[src/rtl/mac_sequencer.sv]
// Dot-product sequencer: streams operand pairs into an external MAC, drains its
// pipeline and captures the accumulated result with a one-cycle strobe.
module mac_sequencer #(
    parameter int DATA_W  = 8,
    parameter int ACC_W   = 16,
    parameter int LEN_W   = 8,
    parameter int MAC_LAT = 1
) (
    input  logic              clk,
    input  logic              rst,
    input  logic              start,
    input  logic [LEN_W-1:0]  len,
    output logic              busy,
    input  logic              in_valid,
    output logic              in_ready,
    input  logic [DATA_W-1:0] in_a,
    input  logic [DATA_W-1:0] in_b,
    output logic [DATA_W-1:0] mac_a,
    output logic [DATA_W-1:0] mac_b,
    output logic              mac_clr,
    input  logic [ACC_W-1:0]  mac_out,
    output logic [ACC_W-1:0]  res,
    output logic              res_valid
);

    localparam logic [2:0] IDLE   = 3'd0;
    localparam logic [2:0] CLEAR  = 3'd1;
    localparam logic [2:0] STREAM = 3'd2;
    localparam logic [2:0] DRAIN  = 3'd3;
    localparam logic [2:0] DONE   = 3'd4;

    localparam int DRAIN_W = $clog2(MAC_LAT + 1) + 1;

    logic [2:0]         state;
    logic [LEN_W-1:0]   count;
    logic [DRAIN_W-1:0] drain_cnt;
    logic               xfer;

    // NOTE: these are pure decodes of the registered state, so they carry no
    // storage and cannot infer latches; every output is fully assigned here.
    always_comb begin
        busy      = (state != IDLE);
        in_ready  = (state == STREAM);
        mac_clr   = (state == CLEAR);
        res_valid = (state == DONE);
        xfer      = in_valid && in_ready;
    end

    // NOTE: all sequential state uses non-blocking assignments so every
    // register samples pre-edge values regardless of statement order.
    always_ff @(posedge clk or posedge rst) begin
        if (rst) begin
            state     <= IDLE;
            count     <= '0;
            drain_cnt <= '0;
            mac_a     <= '0;
            mac_b     <= '0;
            res       <= '0;
        end else begin
            // Non-transfer edges feed a zero product so idle cycles add nothing.
            mac_a <= xfer ? in_a : '0;
            mac_b <= xfer ? in_b : '0;

            case (state)
                IDLE: begin
                    if (start) begin
                        if (len != '0) begin
                            count <= len;
                            state <= CLEAR;
                        end else begin
                            res   <= '0;
                            state <= DONE;
                        end
                    end
                end
                CLEAR: state <= STREAM;
                STREAM: begin
                    if (xfer) begin
                        count <= count - 1'b1;
                        if (count == LEN_W'(1)) begin
                            drain_cnt <= DRAIN_W'(MAC_LAT);
                            state     <= DRAIN;
                        end
                    end
                end
                DRAIN: begin
                    // Last product reaches mac_out after MAC_LAT stages; wait one more.
                    if (drain_cnt == '0) begin
                        res   <= mac_out;
                        state <= DONE;
                    end else begin
                        drain_cnt <= drain_cnt - 1'b1;
                    end
                end
                DONE:    state <= IDLE;
                default: state <= IDLE;
            endcase
        end
    end

endmodule

[config.mk]
export PLATFORM = sky130hd
export DESIGN_NAME = mac_sequencer
export DESIGN_NICKNAME = d
export VERILOG_FILES = /design/src/rtl/mac_sequencer.sv
export SDC_FILE = /design/constraint.sdc
export NUM_CORES = 1
export LEC_CHECK = 0
export CAP_MARGIN = 20
export CORE_MARGIN = 1
export CORE_UTILIZATION = 35
export DETAILED_ROUTE_END_ITERATION = 10
export PLACE_DENSITY = 0.67
export SLEW_MARGIN = 20
export SYNTH_ARGS = -nofsm -noshare
export SYNTH_HDL_FRONTEND = slang
export SYNTH_SLANG_ARGS = --single-unit
[constraint.sdc]
create_clock -name clk -period 2.1 [get_ports clk]
set_clock_uncertainty 0.05 [all_clocks]
set_input_delay 0.21 -clock clk [delete_from_list [all_inputs] [get_ports clk]]
set_output_delay 0.21 -clock clk [all_outputs]
set_load 0.02 [all_outputs]
==> qor.csv, run 1 <==
stage;metric;value;unit
routing;Via density;4.742;
setup_path;CP Capture Type;output pin;
synth;Netlist cell types;40;
floorplanning;starting density of the core;36.52;%
setup_path;CP Cell Sequence;or3_2, clkdlybuf4s50_1;
clocking;clk buf depth;2;
routing;post-route ant nets;0;
sta;slew margin rel.;65.67;%
synth;EDFF count, synth;0;
floorplanning;die height;78.03;microns
global_route;pin count of the biggest net entering global routing;34;
floorplanning;die area;6089;sq um
sta;fmax;489.4;MHz
cells_and_area;post-layout util;54.11;%
global_route;global-route usage over all layers;16.97;%
cells_and_area;share of cells above drive strength 1;9.123;%
sta;Worst Max-Slew Pin Slew;0.5110;ns
power;Pwr per Cell Area;1296;nW/um^2
synth;top cell type's share of synthesized area;55.66;%
sta;final setup fails;0;
run;max cap viols;0;
setup_path;CP Buf/Inv Count;1;
routing;via count;1693;
synth;mapped cell area;2023;sq um
cells_and_area;most frequent cells in the layout;76 x clkdlybuf4s50_1, 43 x dfrtp_1, 35 x nand2_1;
synth;yosys warns;0;
place;routability cong.;0.8311;
setup_path;CP Max Fanout;10;
synth;Synth Flop Type;dfrtp_1;
cells_and_area;leading cell type in the layout, fill and taps excluded;clkdlybuf4s50_1;
synth;mean area per synthesized cell;10.07;sq um
power;Static Leak;1.301;nW
clocking;# clock sinks;45;
setup_path;kind of critical path;register to output pin;
cells_and_area;final net count;331;
floorplanning;Die X;78.03;microns
power;worst vdd ir;0.6319;mV
cells_and_area;Area growth syn-to-layout;48.18;%
synth;Mapped Nets;248;
setup_path;Req. time, crit path;1.84;ns
cells_and_area;fillers;540;
floorplanning;# IOs;80;
sta;final hold viol count;0;
run_status;status;finished, final reports clean;
global_route;initial antenna violation count;0;
clocking;clock tree root buffer cell;clkbuf_8;
routing;drt initial violations;68;
cells_and_area;multi-input logic area;782.0;sq um
place;PortBufs;79;
floorplanning;core area;5540;sq um
synth;largest area contributor in the netlist;dfrtp_1;
setup_path;endpoint arrival time on the critical path;1.78;ns
place;Post-DP HPWL;3483;microns
routing;DRC Markers;0;
clocking;H-Tree Depth;2;
sta;Max Slew Vio Count;0;
cells_and_area;Register Area;1129;sq um
global_route;global-route wire length before repair;8010;microns
synth;Synth async-reset ratio;100.0;%
routing;Initial DRT Pass Iterations;4;
setup_path;Top delay family on crit path;buffers and inverters;
routing;final wirelength;4695;microns
synth;Syn Inst Count;201;
global_route;gr ovfl total;0;
sta;Final period util;97.30;%
sta;Setup TNS Final;0;ns
clocking;clock latency on the worst-skew pair;0.30;ns
synth;Area contributors post-synth;dfrtp_1 56%, nand2_1 6.5%, and2_1 4.9%;
cells_and_area;ANT cells;0;
clocking;setup bufs post-CTS;0;
clocking;CTS tree;yes;
setup_path;slowest stage cell, crit path;clkdlybuf4s50_1;
synth;post-synthesis sequential element count;45;
setup_path;startpoint types;register;
clocking;clock-pin slew on the worst setup and hold paths;0.09;ns
synth;sequential area share after synthesis;55.66;%
sta;Final min period;2.043;ns
setup_path;Largest stage delay, worst path;0.54;ns
clocking;Num CTS Buffers;5;
routing;wire per inst;13.15;microns
global_route;vias in the first global route;1666;
sta;RSZ-0062 raised after global routing;false;
floorplanning;std cell rows;27;
worst_hold_path;HP Class;input port to asynchronous set/reset pin;
[path summary, 6_finish.rpt]
check	start	end	slack, ns	cells after the start
setup reg to reg	state[0]$_DFFE_PP0P_	count[0]$_DFFE_PP0P_	0.32	5
hold reg to reg	res[10]$_DFFE_PP0P_	res[10]$_DFFE_PP0P_	0.44	2
setup / recovery	state[0]$_DFFE_PP0P_	busy	0.06	2
hold / removal	rst	mac_b[3]$_DFF_PP0_	0.19	2
min in group clk	mac_out[0]	res[0]$_DFFE_PP0P_	0.39	3
max in group asynchronous	rst	state[2]$_DFFE_PP0P_	1.29	3
[worst reg2reg max path, stage by stage, from the launching register on]
cell     delay, ns
dfrtp_2       0.47
nor4b_4       0.38
a21bo_1       0.35
buf_4         0.17
a22oi_1       0.16
o22ai_1       0.09
[cells in the mapped netlist (all sizes together), types with 2 or more instances]
master / n
a21oi: 10
and2: 16
buf: 9
clkbuf: 3
dfrtp: 45
ha: 3
inv: 7
nand2: 35
nand3: 5
nand4: 3
nor2: 9
nor3: 4
nor4: 4
o21ai: 23
o22a: 2
o22ai: 2
[per-stage QoR]
stage	setup slack (ns)	power (mW)	hold slack [ns]	instances	cell area, sq um
6_report	0.05667	3.884	0.1896	357	2998
5_1_grt	0.008682	4.190	0.2415	357	2998
4_1_cts	0.03810	3.930	0.2034	357	2992
3_5_place_dp	0.1638	3.393	0.4240	349	2904
3_3_place_gp	0.1542	3.357	0.4110	349	2904
2_1_floorplan	0.4738	2.613	0.2873	201	2023
[registers in the layout, indices dropped and copies added, names as in the netlist]
name,flops
res,16
count,8
mac_a,8
mac_b,8
state,3
drain_cnt,2
[where the power goes]
group	internal, mW	total (mW)	leakage, nW	switching, mW
Clock	0.235	0.531	0.0374	0.296
Sequential	1.19	1.43	0.584	0.233
Combinational	0.904	1.93	0.680	1.02
Total	2.33	3.88	1.30	1.55
[area by class of cell]
class	count	share of cell area, %
clock buffers	6	2.421
clock inverters	2	0.5008
inverters	8	1.169
multi-input cells	136	26.09
flip-flops and latches	45	37.65
well taps	72	3.005
repair buffers	88	29.17
[logic make-up after synthesis]
group,share of synthesized area [%]
buffers and inverters,5.690
multiplexers,0.4948
flip-flops,55.66
AND/OR/NAND/NOR,21.58
AO/OA/AOI/OAI,14.72
adder cells (fa/ha/maj),1.855
[layer usage]
metal  track usage, %  vias up  wire length, microns
li1                 -      859                     -
met1            22.36      766                  2067
met2            26.28       63                  2155
met3            5.930        5                   418
met4            5.185        0                    54
met5                0        -                     0
[what timing repair did]
item	CTS	global route
pin swaps	0	0
hold buffers	0	0
gates resized for setup	2	3
endpoints found under the setup margin	2	3
(Power assumes the default switching activity.)
==> run 2, diff against run 1 <==
- GPL_ROUTABILITY_DRIVEN: default -> 0
- TNS_END_PERCENT: default -> 20
==> results of run 2 <==
Same layout as run 1: the final DEF is identical, and so are final timing and power.
